$ cat config.mk
export PLATFORM = sky130hd
export DESIGN_NAME = keypad_ctrl
export DESIGN_NICKNAME = d
export VERILOG_FILES = /design/src/rtl/keypad_pkg.sv /design/src/rtl/keypad_debounce.sv /design/src/rtl/keypad_ctrl.sv
export SDC_FILE = /design/constraint.sdc
export NUM_CORES = 1
export LEC_CHECK = 0
export CAP_MARGIN = 30
export CORE_MARGIN = 2
export CORE_UTILIZATION = 23
export CTS_CLUSTER_DIAMETER = 200
export DETAILED_ROUTE_END_ITERATION = 16
export GPL_ROUTABILITY_DRIVEN = 0
export PLACE_DENSITY = 0.4
export SYNTH_ARGS = -nofsm -noshare
export SYNTH_HDL_FRONTEND = slang
export SYNTH_SLANG_ARGS = --single-unit
$ cat constraint.sdc
create_clock -name clk -period 2.5 [get_ports clk]
set_clock_uncertainty 0.05 [all_clocks]
set_input_delay 0.625 -clock clk [delete_from_list [all_inputs] [get_ports clk]]
set_output_delay 0.625 -clock clk [all_outputs]
set_load 0.05 [all_outputs]
$ cat src/rtl/keypad_pkg.sv
// keypad_pkg: shared constants, request opcodes and request FSM states for
// the 4x4 hex keypad controller.
package keypad_pkg;

  localparam int unsigned KEY_COUNT = 16;
  localparam int unsigned COL_COUNT = 4;

  localparam logic [1:0] OP_QUERY = 2'b00;
  localparam logic [1:0] OP_WAIT  = 2'b01;

  typedef enum logic [1:0] {
    ST_IDLE,
    ST_WAIT_PRESS,
    ST_WAIT_RELEASE,
    ST_RESP
  } req_state_t;

  // Index of the lowest set bit; 0 when no bit is set.
  function automatic logic [3:0] lowest_set(input logic [KEY_COUNT-1:0] v);
    logic [3:0] idx;
    logic       found;
    idx   = '0;
    found = 1'b0;
    for (int unsigned i = 0; i < KEY_COUNT; i++) begin
      if (v[i] && !found) begin
        idx   = i[3:0];
        found = 1'b1;
      end
    end
    return idx;
  endfunction

endpackage

$ cat src/rtl/keypad_debounce.sv
// keypad_debounce: per-key debouncer. Built only when KEYPAD_DEBOUNCE_EN is
// defined. The stable bit flips after DEBOUNCE_SCANS consecutive scans whose
// raw sample disagrees with it; any agreeing scan clears the count.
// o_stable_next is the value o_stable takes at the coming clock edge, used by
// the controller for same-scan edge/release detection.
`ifdef KEYPAD_DEBOUNCE_EN
module keypad_debounce #(
  parameter int unsigned DEBOUNCE_SCANS = 4
) (
  input  logic clk,
  input  logic rst_n,
  input  logic i_raw,
  input  logic i_scan_done,
  output logic o_stable,
  output logic o_stable_next
);

  localparam int unsigned CW = $clog2(DEBOUNCE_SCANS + 1);

  logic [CW-1:0] r_cnt;
  logic [CW-1:0] w_cnt_next;
  logic          r_stable;
  logic          w_stable_next;

  // Next count / stable value, evaluated once per full scan.
  always_comb begin
    w_cnt_next    = r_cnt;
    w_stable_next = r_stable;
    if (i_scan_done) begin
      if (i_raw == r_stable) begin
        w_cnt_next = '0;
      end else if (r_cnt == CW'(DEBOUNCE_SCANS - 1)) begin
        w_cnt_next    = '0;
        w_stable_next = ~r_stable;
      end else begin
        w_cnt_next = r_cnt + 1'b1;
      end
    end
  end

  // Counter and stable-state registers.
  always_ff @(posedge clk or negedge rst_n) begin
    if (!rst_n) begin
      r_cnt    <= '0;
      r_stable <= 1'b0;
    end else begin
      r_cnt    <= w_cnt_next;
      r_stable <= w_stable_next;
    end
  end

  assign o_stable      = r_stable;
  assign o_stable_next = w_stable_next;

endmodule
`endif

$ cat src/rtl/keypad_ctrl.sv
// keypad_ctrl: 4x4 keypad column scanner, key-state tracker and CPU
// request/response controller (query and wait-for-key-press-and-release).
// Optional feature macro: KEYPAD_DEBOUNCE_EN (per-key debounce via
// keypad_debounce); when undefined, keys follow the raw scan directly.
module keypad_ctrl
  import keypad_pkg::*;
#(
  parameter int unsigned SETTLE_CYCLES  = 16,
  parameter int unsigned DEBOUNCE_SCANS = 4
) (
  input  logic        clk,
  input  logic        rst_n,
  output logic [3:0]  column,
  input  logic [3:0]  row,
  output logic [15:0] keys,
  input  logic        req_valid,
  output logic        req_ready,
  input  logic [1:0]  req_op,
  input  logic [3:0]  req_key,
  output logic        rsp_valid,
  input  logic        rsp_ready,
  output logic        rsp_hit,
  output logic [3:0]  rsp_key,
  input  logic        cancel
);

  localparam int unsigned SW = (SETTLE_CYCLES > 1) ? $clog2(SETTLE_CYCLES) : 1;

  if (SETTLE_CYCLES < 1 || DEBOUNCE_SCANS < 1) begin : g_bad_cfg
    $error("keypad_ctrl: SETTLE_CYCLES and DEBOUNCE_SCANS must be >= 1");
  end

  // ---------------------------------------------------------------- scan
  logic [SW-1:0]          r_settle_cnt;
  logic [1:0]             r_col_idx;
  logic [KEY_COUNT-1:0]   r_raw;
  logic [KEY_COUNT-1:0]   w_raw_next;
  logic                   w_sample;
  logic                   w_scan_done;

  assign w_sample    = (r_settle_cnt == SW'(SETTLE_CYCLES - 1));
  assign w_scan_done = w_sample && (r_col_idx == 2'd3);
  assign column      = 4'b0001 << r_col_idx;

  // Settle counter and column index; column advances after its sample cycle.
  always_ff @(posedge clk or negedge rst_n) begin
    if (!rst_n) begin
      r_settle_cnt <= '0;
      r_col_idx    <= '0;
    end else if (w_sample) begin
      r_settle_cnt <= '0;
      r_col_idx    <= r_col_idx + 2'd1;
    end else begin
      r_settle_cnt <= r_settle_cnt + 1'b1;
    end
  end

  // Raw image with the current column's rows merged in on its sample cycle,
  // so the column-3 sample is visible to the key logic on scan_done itself.
  always_comb begin
    logic [3:0] w_idx;
    w_raw_next = r_raw;
    w_idx      = '0;
    if (w_sample) begin
      for (int unsigned i = 0; i < COL_COUNT; i++) begin
        w_idx             = {i[1:0], r_col_idx};
        w_raw_next[w_idx] = row[i];
      end
    end
  end

  // Raw sample register.
  always_ff @(posedge clk or negedge rst_n) begin
    if (!rst_n) begin
      r_raw <= '0;
    end else begin
      r_raw <= w_raw_next;
    end
  end

  // ---------------------------------------------------------------- keys
  logic [KEY_COUNT-1:0] w_keys;
  logic [KEY_COUNT-1:0] w_keys_next;
  logic [KEY_COUNT-1:0] w_newly;

`ifdef KEYPAD_DEBOUNCE_EN
  for (genvar k = 0; k < KEY_COUNT; k++) begin : g_deb
    keypad_debounce #(
      .DEBOUNCE_SCANS(DEBOUNCE_SCANS)
    ) u_deb (
      .clk          (clk),
      .rst_n        (rst_n),
      .i_raw        (w_raw_next[k]),
      .i_scan_done  (w_scan_done),
      .o_stable     (w_keys[k]),
      .o_stable_next(w_keys_next[k])
    );
  end
`else
  logic [KEY_COUNT-1:0] r_keys;

  assign w_keys_next = w_scan_done ? w_raw_next : r_keys;

  // Keys follow the raw image once per completed scan.
  always_ff @(posedge clk or negedge rst_n) begin
    if (!rst_n) begin
      r_keys <= '0;
    end else begin
      r_keys <= w_keys_next;
    end
  end

  assign w_keys = r_keys;
`endif

  assign keys    = w_keys;
  assign w_newly = w_scan_done ? (w_keys_next & ~w_keys) : '0;

  // ------------------------------------------------------- request FSM
  req_state_t   r_state;
  req_state_t   w_state_next;
  logic         r_rsp_hit;
  logic         w_rsp_hit_next;
  logic [3:0]   r_rsp_key;
  logic [3:0]   w_rsp_key_next;

  // Request state and response data registers.
  always_ff @(posedge clk or negedge rst_n) begin
    if (!rst_n) begin
      r_state   <= ST_IDLE;
      r_rsp_hit <= 1'b0;
      r_rsp_key <= '0;
    end else begin
      r_state   <= w_state_next;
      r_rsp_hit <= w_rsp_hit_next;
      r_rsp_key <= w_rsp_key_next;
    end
  end

  // Next state, response data loads and handshake outputs.
  always_comb begin
    logic w_do_query;
    w_state_next   = r_state;
    w_rsp_hit_next = r_rsp_hit;
    w_rsp_key_next = r_rsp_key;
    w_do_query     = 1'b0;
    req_ready      = 1'b0;
    rsp_valid      = 1'b0;
    unique case (r_state)
      ST_IDLE: begin
        req_ready = 1'b1;
        if (req_valid) begin
          case (req_op)
            OP_WAIT:  w_state_next = ST_WAIT_PRESS;
            OP_QUERY: w_do_query   = 1'b1;
            default:  w_do_query   = 1'b1;
          endcase
          if (w_do_query) begin
            w_rsp_hit_next = w_keys[req_key];
            w_state_next   = ST_RESP;
          end
        end
      end
      ST_WAIT_PRESS: begin
        if (cancel) begin
          w_state_next = ST_IDLE;
        end else if (|w_newly) begin
          w_rsp_key_next = lowest_set(w_newly);
          w_state_next   = ST_WAIT_RELEASE;
        end
      end
      ST_WAIT_RELEASE: begin
        if (cancel) begin
          w_state_next = ST_IDLE;
        end else if (w_scan_done && !w_keys_next[r_rsp_key]) begin
          w_state_next = ST_RESP;
        end
      end
      ST_RESP: begin
        rsp_valid = 1'b1;
        if (rsp_ready) begin
          w_state_next = ST_IDLE;
        end
      end
      default: w_state_next = ST_IDLE;
    endcase
  end

  assign rsp_hit = r_rsp_hit;
  assign rsp_key = r_rsp_key;

endmodule
==> impl_metrics.json <==
{
  "drt_first_pass_iters": 4,
  "synth.area.mux_share_pct": 19.5,
  "hold_buffers": 0,
  "cap_violations": 0,
  "p_int_mw": 1.19,
  "tightest_slew_ps": 524,
  "antenna_found_initial": 0,
  "grt_pass1_wl_um": 13700,
  "final_max_slew_viol_count": 0,
  "wl_per_cell_um": 16.9,
  "portBuffers": 41,
  "avgSynthCellArea_um2": 9.83,
  "fill_cells": 1172,
  "ys_async_sr_fraction_pct": 100,
  "combPwrFrac_pct": 15.3,
  "avgViaCountPerCell": 4.76,
  "grt_pass1_vias": 2454,
  "via_count": 2399,
  "crit_path_start": "req_key[0]",
  "outcome": "finished clean",
  "min_path_type": "primary input to async pin",
  "tns_ps": 0,
  "criticalPathCategory": "primary input to flip-flop",
  "yosys_most_used_dff": "dfrtp_1",
  "switching_share_pct": 26.7,
  "placed_cell_area_um2": 3640,
  "finalCriticalPeriod_ps": 2430,
  "layout_common_cells": "buf_4, nand2_1, dfrtp_1, clkdlybuf4s50_1, o21ai_0",
  "syn-cell-area_um2": 2720,
  "boundaryPins": 42,
  "power_mw": 1.63,
  "layout_setup_ws_ps": 74.8,
  "fin_nets": 381,
  "cts_made_buffers": 5,
  "final_common_cell": "buf_4",
  "initial_utilization_pct": 23.7,
  "diodes": 0,
  "first_iter_violations": 75,
  "synth_fa_ha_area_share_pct": 2.30,
  "drc": 0,
  "clkPwrFrac_pct": 40.2,
  "synth-xor-area-share_pct": 0.643,
  "cts_root_buffer": "clkbuf_16",
  "r2r-start": "r_col_idx[0]$_DFFE_PN0N_",
  "p_per_area_nw_per_um2": 417,
  "crit_required_ps": 2610,
  "cp_max_fo": 4,
  "power.switching_uw": 435,
  "cp-end-kind": "flip-flop",
  "syn-num-nets": 297,
  "wl_um": 8520,
  "place_ws_ps": -404,
  "peakVddDrop_mv": 0.382,
  "grt_start_max_net_pins": 24,
  "ys_seq_elements": 41,
  "cts_tree": "yes",
  "drive_gt1_share_pct": 30.5,
  "pwr-share-seq_pct": 44.5,
  "clock.fmax_mhz": 412,
  "place_hpwl_um": 6710,
  "synth_edf_count": 0,
  "yosysWarnings": 0,
  "grt_use_total_pct": 13.9,
  "slew_headroom_pct": 65.0,
  "setup_viol": 0,
  "synthCells": 277,
  "h-tree-depth": 2,
  "yosysSeqAreaShare_pct": 37.7,
  "die_h_um": 113,
  "dieWidth_um": 113,
  "finalHoldViolations": 0,
  "period_share_pct": 97.0,
  "clockBufferDepth": 2,
  "postLayoutCellArea_um2": 3900,
  "rows": 39,
  "synth_compound_area_share_pct": 14.1,
  "synthToLayoutAreaGrowth_pct": 43.4,
  "grt_overflow_total": 0,
  "clk_pin_slew_worst_paths_ps": 60,
  "clk_latency_ps": 280,
  "synth_top_family_by_area": "simple AND/OR/NAND/NOR gates",
  "power.leakage_nw": 1.66,
  "worstPathArrival_ps": 2540,
  "synth-simple-area-share_pct": 20.0,
  "core-area_um2": 11500,
  "cp-start-kind": "primary input",
  "clock-sinks": 41,
  "synth.distinct_cells": 49,
  "ant_nets": 0,
  "die_area_um2": 12700
}
cell families (layout without fill, tap and decap cells):
logic type,Yosys count,after routing
buffers and inverters,31,115
DFF,41,41
adders and majority gates,5,5
muxes,39,39
AOI/OAI and AO/OA,60,60
xor gates and xnor gates,2,2
and+or+nand+nor,99,99
power by group through the flow:
stage | clock, mW | sequential (mW) | combinational, mW
3_5_place_dp | 0 | 0.736 | 0.251
6_report | 0.655 | 0.725 | 0.249
5_1_grt | 0.706 | 0.731 | 0.271
3_3_place_gp | 0 | 0.736 | 0.251
4_1_cts | 0.678 | 0.724 | 0.252
2_1_floorplan | 0 | 0.728 | 0.146
worst max-delay path: stages:
cell and delay, ps:
clkdlybuf4s50_1 500, buf_12 130, mux4_2 530, mux4_2 480
mux2_2 270
sequential cells by signal, summed over array words and instances, names as in the netlist:
signal	flops
keys	16
r_state	2
r_raw	12
rsp_key	4
r_settle_cnt	4
r_col_idx	2
rsp_hit	1
worst paths after layout:
kind / cells after the start / slack [ps] / to
setup / recovery: 5 / 70 / rsp_hit$_DFFE_PN0P_
hold / removal: 1 / 250 / r_raw[0]$_DFF_PN0_
setup reg to reg: 9 / 150 / rsp_key[3]$_DFFE_PN0P_
hold reg to reg: 1 / 470 / rsp_hit$_DFFE_PN0P_
max in group asynchronous: 2 / 1650 / r_col_idx[0]$_DFFE_PN0N_
min in group clk: 1 / 470 / rsp_hit$_DFFE_PN0P_
cell type report:
type,count,area [um2],share of cell area (%)
inverters,13,48.8,1.25
flip-flops and latches,41,1030,26.3
clock inverters,1,7.51,0.192
multi-input cells,205,1650,42.2
clock buffers,6,139,3.56
repair buffers,95,852,21.8
well taps,143,179,4.58
layer usage:
| metal | track usage (%) | vias up | share of wire, % |
|---|---|---|---|
| li1 | - | 1162 | - |
| met1 | 19.8 | 1172 | 50 |
| met2 | 21.5 | 52 | 44 |
| met3 | 2.30 | 13 | 3.3 |
| met4 | 4.72 | 0 | 2.3 |
| met5 | 0 | - | 0 |
repair_timing:
| action | 4_1_cts | 5_1_grt |
|---|---|---|
| pin swaps | 0 | 4 |
| endpoints found under the hold margin | 0 | 0 |
| setup endpoints to repair | 6 | 6 |
| resized for setup | 4 | 18 |
| setup buffers | 0 | 5 |
cell usage after synthesis (all sizes together), types with 6 or more instances:
library cell / number / area share (%)
nand2: 47 / 6.5
dfrtp: 41 / 38
o21ai: 24 / 4.4
mux2i: 22 / 9.1
buf: 14 / 3.4
nor2b: 14 / 3.2
inv: 13 / 1.8
nor2: 12 / 1.7
a21oi: 10 / 2.0
mux2: 9 / 3.7
mux4: 8 / 6.6
a31oi: 6 / 1.4
stage by stage:
step | util, % | hold WS, ps | std cells
3_3_place_gp | 31.8 | 431 | 492
2_1_floorplan | - | 279 | 277
5_1_grt | 34.0 | 292 | 504
6_report | 34.0 | 248 | 504
3_5_place_dp | 31.8 | 441 | 492
4_1_cts | 33.1 | 273 | 499
Power figures use the tool's default switching activity.
